File: src/rtl/mul_div_unit.sv
// Iterative RV64M multiply/divide: shift-add multiply, restoring divide, one bit per cycle.
// Optional macro MULDIV_FAST_SPECIAL_EN lets divide-by-zero and signed overflow bypass CALC.
module mul_div_unit #(
    parameter int XLEN  = 64,
    parameter int CNT_W = $clog2(XLEN) + 1
) (
    input  logic            clk,
    input  logic            reset,
    input  logic            start,
    input  logic [2:0]      op,
    input  logic [XLEN-1:0] rs1_data,
    input  logic [XLEN-1:0] rs2_data,
    output logic            busy,
    output logic            done,
    output logic [XLEN-1:0] result
);

    localparam logic [2:0] OP_MUL    = 3'd0;
    localparam logic [2:0] OP_MULH   = 3'd1;
    localparam logic [2:0] OP_MULHSU = 3'd2;
    localparam logic [2:0] OP_MULHU  = 3'd3;
    localparam logic [2:0] OP_DIV    = 3'd4;
    localparam logic [2:0] OP_DIVU   = 3'd5;
    localparam logic [2:0] OP_REM    = 3'd6;
    localparam logic [2:0] OP_REMU   = 3'd7;

    localparam logic [CNT_W-1:0] CNT_LAST = CNT_W'(XLEN - 1);
    localparam logic [XLEN-1:0]  MOST_NEG = {1'b1, {(XLEN-1){1'b0}}};

    typedef enum logic [1:0] {S_IDLE, S_CALC, S_FIX, S_DONE} state_t;

    state_t            r_state;
    state_t            w_state_next;

    logic [2:0]        r_op;
    logic [XLEN-1:0]   r_a_orig;
    logic [XLEN-1:0]   r_opa;
    logic [XLEN-1:0]   r_opb;
    logic [2*XLEN-1:0] r_prod;
    logic [XLEN:0]     r_rem;
    logic [XLEN-1:0]   r_quo;
    logic              r_neg;
    logic              r_div0;
    logic              r_ovf;
    logic [CNT_W-1:0]  r_cnt;
    logic [XLEN-1:0]   r_result;

    // Operand conditioning at the accepting edge
    logic              w_sign_a;
    logic              w_sign_b;
    logic              w_a_neg;
    logic              w_b_neg;
    logic [XLEN-1:0]   w_a_mag;
    logic [XLEN-1:0]   w_b_mag;
    logic              w_neg;
    logic              w_div0;
    logic              w_ovf;
    logic              w_special;

    assign w_sign_a  = (op == OP_MULH) || (op == OP_MULHSU) || (op == OP_DIV) || (op == OP_REM);
    assign w_sign_b  = (op == OP_MULH) || (op == OP_DIV) || (op == OP_REM);
    assign w_a_neg   = w_sign_a & rs1_data[XLEN-1];
    assign w_b_neg   = w_sign_b & rs2_data[XLEN-1];
    assign w_a_mag   = w_a_neg ? (~rs1_data + 1'b1) : rs1_data;
    assign w_b_mag   = w_b_neg ? (~rs2_data + 1'b1) : rs2_data;
    // A remainder follows only the dividend's sign; everything else follows the sign product.
    assign w_neg     = (op == OP_REM) ? w_a_neg : (w_a_neg ^ w_b_neg);
    assign w_div0    = op[2] && (rs2_data == '0);
    assign w_ovf     = ((op == OP_DIV) || (op == OP_REM)) &&
                       (rs1_data == MOST_NEG) && (rs2_data == '1);
    assign w_special = w_div0 || w_ovf;

    // Iteration datapaths
    logic [XLEN:0]     w_mul_sum;
    logic [XLEN+1:0]   w_div_diff;
    logic              w_div_borrow;

    assign w_mul_sum    = {1'b0, r_prod[2*XLEN-1:XLEN]} + (r_prod[0] ? {1'b0, r_opa} : '0);
    assign w_div_diff   = {r_rem, r_quo[XLEN-1]} - {2'b00, r_opb};
    assign w_div_borrow = w_div_diff[XLEN+1];

    // Sign correction and output selection
    logic [2*XLEN-1:0] w_prod_signed;
    logic [XLEN-1:0]   w_quo_signed;
    logic [XLEN-1:0]   w_rem_signed;
    logic [XLEN-1:0]   w_fix_result;

    assign w_prod_signed = r_neg ? (~r_prod + 1'b1) : r_prod;
    assign w_quo_signed  = r_neg ? (~r_quo + 1'b1) : r_quo;
    assign w_rem_signed  = r_neg ? (~r_rem[XLEN-1:0] + 1'b1) : r_rem[XLEN-1:0];

    always_comb begin
        w_fix_result = '0;
        case (r_op)
            OP_MUL:                      w_fix_result = r_prod[XLEN-1:0];
            OP_MULH, OP_MULHSU, OP_MULHU: w_fix_result = w_prod_signed[2*XLEN-1:XLEN];
            OP_DIV, OP_DIVU: begin
                if (r_div0)      w_fix_result = '1;
                else if (r_ovf)  w_fix_result = MOST_NEG;
                else             w_fix_result = w_quo_signed;
            end
            OP_REM, OP_REMU: begin
                if (r_div0)      w_fix_result = r_a_orig;
                else if (r_ovf)  w_fix_result = '0;
                else             w_fix_result = w_rem_signed;
            end
            default:                     w_fix_result = '0;
        endcase
    end

    always_ff @(posedge clk) begin
        if (reset) r_state <= S_IDLE;
        else       r_state <= w_state_next;
    end

    always_comb begin
        w_state_next = r_state;
        busy         = (r_state != S_IDLE);
        done         = (r_state == S_DONE);
        case (r_state)
            S_IDLE: begin
                if (start) begin
`ifdef MULDIV_FAST_SPECIAL_EN
                    w_state_next = w_special ? S_FIX : S_CALC;
`else
                    w_state_next = S_CALC;
`endif
                end
            end
            S_CALC:  if (r_cnt == CNT_LAST) w_state_next = S_FIX;
            S_FIX:   w_state_next = S_DONE;
            S_DONE:  w_state_next = S_IDLE;
            default: w_state_next = S_IDLE;
        endcase
    end

    always_ff @(posedge clk) begin
        if (reset) begin
            r_op     <= '0;
            r_a_orig <= '0;
            r_opa    <= '0;
            r_opb    <= '0;
            r_prod   <= '0;
            r_rem    <= '0;
            r_quo    <= '0;
            r_neg    <= 1'b0;
            r_div0   <= 1'b0;
            r_ovf    <= 1'b0;
            r_cnt    <= '0;
            r_result <= '0;
        end else begin
            case (r_state)
                S_IDLE: begin
                    if (start) begin
                        r_op     <= op;
                        r_a_orig <= rs1_data;
                        r_opa    <= w_a_mag;
                        r_opb    <= w_b_mag;
                        r_prod   <= {{XLEN{1'b0}}, w_b_mag};
                        r_rem    <= '0;
                        r_quo    <= w_a_mag;
                        r_neg    <= w_neg;
                        r_div0   <= w_div0;
                        r_ovf    <= w_ovf;
                        r_cnt    <= '0;
                    end
                end
                S_CALC: begin
                    r_cnt <= r_cnt + 1'b1;
                    if (r_op[2]) begin
                        if (w_div_borrow) begin
                            r_rem <= {r_rem[XLEN-1:0], r_quo[XLEN-1]};
                            r_quo <= {r_quo[XLEN-2:0], 1'b0};
                        end else begin
                            r_rem <= w_div_diff[XLEN:0];
                            r_quo <= {r_quo[XLEN-2:0], 1'b1};
                        end
                    end else begin
                        r_prod <= {w_mul_sum, r_prod[XLEN-1:1]};
                    end
                end
                S_FIX:   r_result <= w_fix_result;
                default: ;
            endcase
        end
    end

    assign result = r_result;

endmodule

File: config.mk
export PLATFORM = sky130hd
export DESIGN_NAME = mul_div_unit
export DESIGN_NICKNAME = d
export VERILOG_FILES = /design/src/rtl/mul_div_unit.sv
export SDC_FILE = /design/constraint.sdc
export NUM_CORES = 2
export LEC_CHECK = 0
export CORE_MARGIN = 1
export CORE_UTILIZATION = 40
export CTS_CLUSTER_SIZE = 16
export DETAILED_ROUTE_END_ITERATION = 12
export SYNTH_ARGS = -nofsm -noshare
export SYNTH_HDL_FRONTEND = slang
export SYNTH_SLANG_ARGS = --single-unit
File: constraint.sdc
create_clock -name clk -period 11.5 [get_ports clk]
set_input_delay 3.45 -clock clk [delete_from_list [all_inputs] [get_ports clk]]
set_output_delay 3.45 -clock clk [all_outputs]
set_load 0.01 [all_outputs]
==> impl_metrics.csv <==
group,metric,value,unit
die,coreArea,89100,sq um
sta,period_minus_slack,7.33,ns
layout,finalInstanceArea,41100,sq um
synthesis,synth.distinct_cells,81,
route,vias,37200,
place,placed_cells,6071,
worst_setup_path,start_kind,"input pin",
global_routing,grt_pass1_vias,33600,
cts,htreeDepth,3,
sta,fin_worst_skew,0.0305,ns
route,drt-total-wl,145000,um
cts,cts_resized,0,
synthesis,mappedNetlistNets,5258,
sta,relSlewSlack,15.9,%
flow_run,drv_cap,0,
layout,fin_nets,5250,
cts,post_cts_buffers,0,
place,dp.final_hpwl,109000,um
worst_setup_path,path_max_fanout,6,
layout,layout.cells.non_filler,6192,
synthesis,yosysMostFrequentCell,"nand2_1",
synthesis,ys_ff_latch,527,
route,drc,0,
power,power,8.87,mW
power,p_leak,15.3,nW
place,numPortBuffers,199,
global_routing,grt.overflow.total,0,
synthesis,yosysWarnings,0,
synthesis,syn_area,36200,sq um
die,initial_core_util,40.6,%
synthesis,netlist_top_cells_area,"dfxtp_1, nand2_1, a21oi_1",
power,power.density,216,nW/um^2
cts,ctsHoldBuffers,0,
cts,clockBufferDepth,3,
worst_setup_path,cp.arrival,7.86,ns
worst_setup_path,required,12.03,ns
cts,cts.sinks,527,
route,drtIter0Drc,4193,
sta,final-max-slew-violation-count,0,
sta,fin_setup_tns,0,ns
synthesis,synth_top_cell_by_area,"dfxtp_1",
synthesis,synth_top_area_share,29.2,%
global_routing,grt_usage,30.9,%
synthesis,yosys_most_used_dff,"dfxtp_1",
global_routing,grt_start_max_net_pins,214,
die,die_w,303,um
route,ant_nets,0,
sta,fmax,136,MHz
die,die_h,303,um
worst_setup_path,crit_slowest_cell,"nor4_1",
global_routing,grt_pass1_wl,216000,um
synthesis,async_flop_share,0,%
sta,max_slew.worst_pin.slew,1.25,ns
sta,hold_slack,0.434,ns
synthesis,synth-edff-count,0,
worst_setup_path,path_cells,"clkdlybuf4s50_1 -> or4_1 -> nor4_1 -> nand2_1 -> nor3_1 -> nand3_1 -> o21ai_0 -> o21ai_1 -> a21oi_1 -> xnor2_1 -> mux2i_1 -> a211oi_1",
layout,area_growth,13.6,%
cts,clockRootBuffer,"clkbuf_16",
power,ir_drop,0.144,mV
sta,grt_setup_unrepaired,"false",
hold_path,hp-class,"flop to flop",
sta,finalSetupViolCount,0,
sta,finalHoldViolations,0,
sta,fin_crit_sh,63.7,%
synthesis,yosysSeqAreaShare,29.2,%
route,wl_per_cell,23.4,um
synthesis,avgSynthCellArea,7.26,sq um
cts,clk_latency,0.63,ns
die,io_pins,200,
worst_setup_path,crit_path_end_kind,"flop",
worst_setup_path,path_class,"input pin to flop",
synthesis,synth_common_cells,"nand2_1, dfxtp_1, a21oi_1, o21ai_0, nor2_1",
die,fp-row-count,109,
route,vias_per_cell,6.01,
synthesis,syn_inst,4983,
status,status,"complete, no violations",
cts,cts_made_buffers,67,
cts,clk_pin_slew,0.06,ns
worst_setup_path,critPathMaxStageDelay,0.96,ns
global_routing,antenna_found_initial,2,
place,dpl_cell_area,38900,sq um
route,dr.pass1.iters,6,
cts,tritoncts,"built",
layout,layout-drive-gt1-share,4.78,%
place,routabilityCongestion,0.942,
die,die_area,91700,sq um
==> registers in the layout, summed over array words and instances (netlist names) <==
name and count:
r_cnt 7, r_state 2, r_op 3, r_prod 128, r_opa 63, r_a_orig 64
r_ovf 1, result 64, r_neg 1, r_quo 64, r_rem 65, r_div0 1
r_opb 64
==> power breakdown <==
part           leakage [nW]  switching, mW  internal [mW]  total, mW
registers              4.31          0.543           2.25       2.80
clock network          1.09          0.888           1.26       2.14
logic                  9.92           2.64           1.29       3.93
==> worst paths after layout <==
path / slack, ns / end / cells past startpoint / from
setup reg to reg: 6.10 / result[48] / 13 / r_prod[0]
hold reg to reg: 0.43 / result[48] / 2 / result[48]
hold / removal: 0.43 / result[48] / 2 / result[48]
setup / recovery: 4.17 / r_quo[60] / 12 / rs1_data[2]
==> through the flow <==
step / utilization [%] / worst slack [ns]
2_1_floorplan: - / 5.16
3_3_place_gp: 43.7 / 3.69
3_5_place_dp: 43.7 / 3.62
4_1_cts: 46.2 / 4.26
5_1_grt: 46.2 / 3.90
6_report: 46.2 / 4.17
==> worst max-delay path: cells and delay by family <==
| kind | cells | cell delay (ns) |
|---|---|---|
| buffers and inverters | 1 | 0.51 |
| XOR/XNOR | 1 | 0.16 |
| AND/OR/NAND/NOR | 5 | 2.21 |
| AO/OA/AOI/OAI | 4 | 1.42 |
| multiplexers | 1 | 0.10 |
==> cell usage in the layout, fill, tap and decap left out, types with 137 or more instances in the layout <==
| cell type | count |
|---|---|
| a211oi_1 | 141 |
| a21oi_1 | 504 |
| clkdlybuf4s50_1 | 198 |
| dfxtp_1 | 524 |
| ha_1 | 137 |
| nand2_1 | 784 |
| nor2_1 | 428 |
| o21ai_0 | 441 |
| xnor2_1 | 214 |
| xor2_1 | 206 |
==> logic make-up (layout without fill, tap and decap cells) <==
| kind of cell | after synthesis | in the layout | synth area share, % |
|---|---|---|---|
| and+or+nand+nor | 1774 | 1774 | 22.2 |
| muxes | 15 | 15 | 0.415 |
| other | 0 | 1 | 0 |
| buffers and inverters | 453 | 496 | 4.72 |
| AOI/OAI and AO/OA | 1651 | 1651 | 28.4 |
| adders and majority gates | 141 | 141 | 4.92 |
| xor gates and xnor gates | 422 | 422 | 10.2 |
| DFF | 527 | 527 | 29.2 |
==> final cells by class <==
cell class              instances  area (sq um)
fillers                      9156         47900
multi-input cells            4003         24100
flip-flops and latches        527         10600
repair buffers                249          2380
clock buffers                  95          2000
well taps                    1165          1460
inverters                     127           477
clock inverters                25           195
diodes                          1          2.50
==> layer usage <==
metal	GRT usage (%)	routed length [um]	vias to the layer above
met2	45.3	60400	1663
met1	45.9	67300	17500
met5	0	0	-
li1	-	-	17800
met3	4.20	12800	220
met4	10.1	4430	0
No activity file was read; power rests on OpenSTA's default activity.
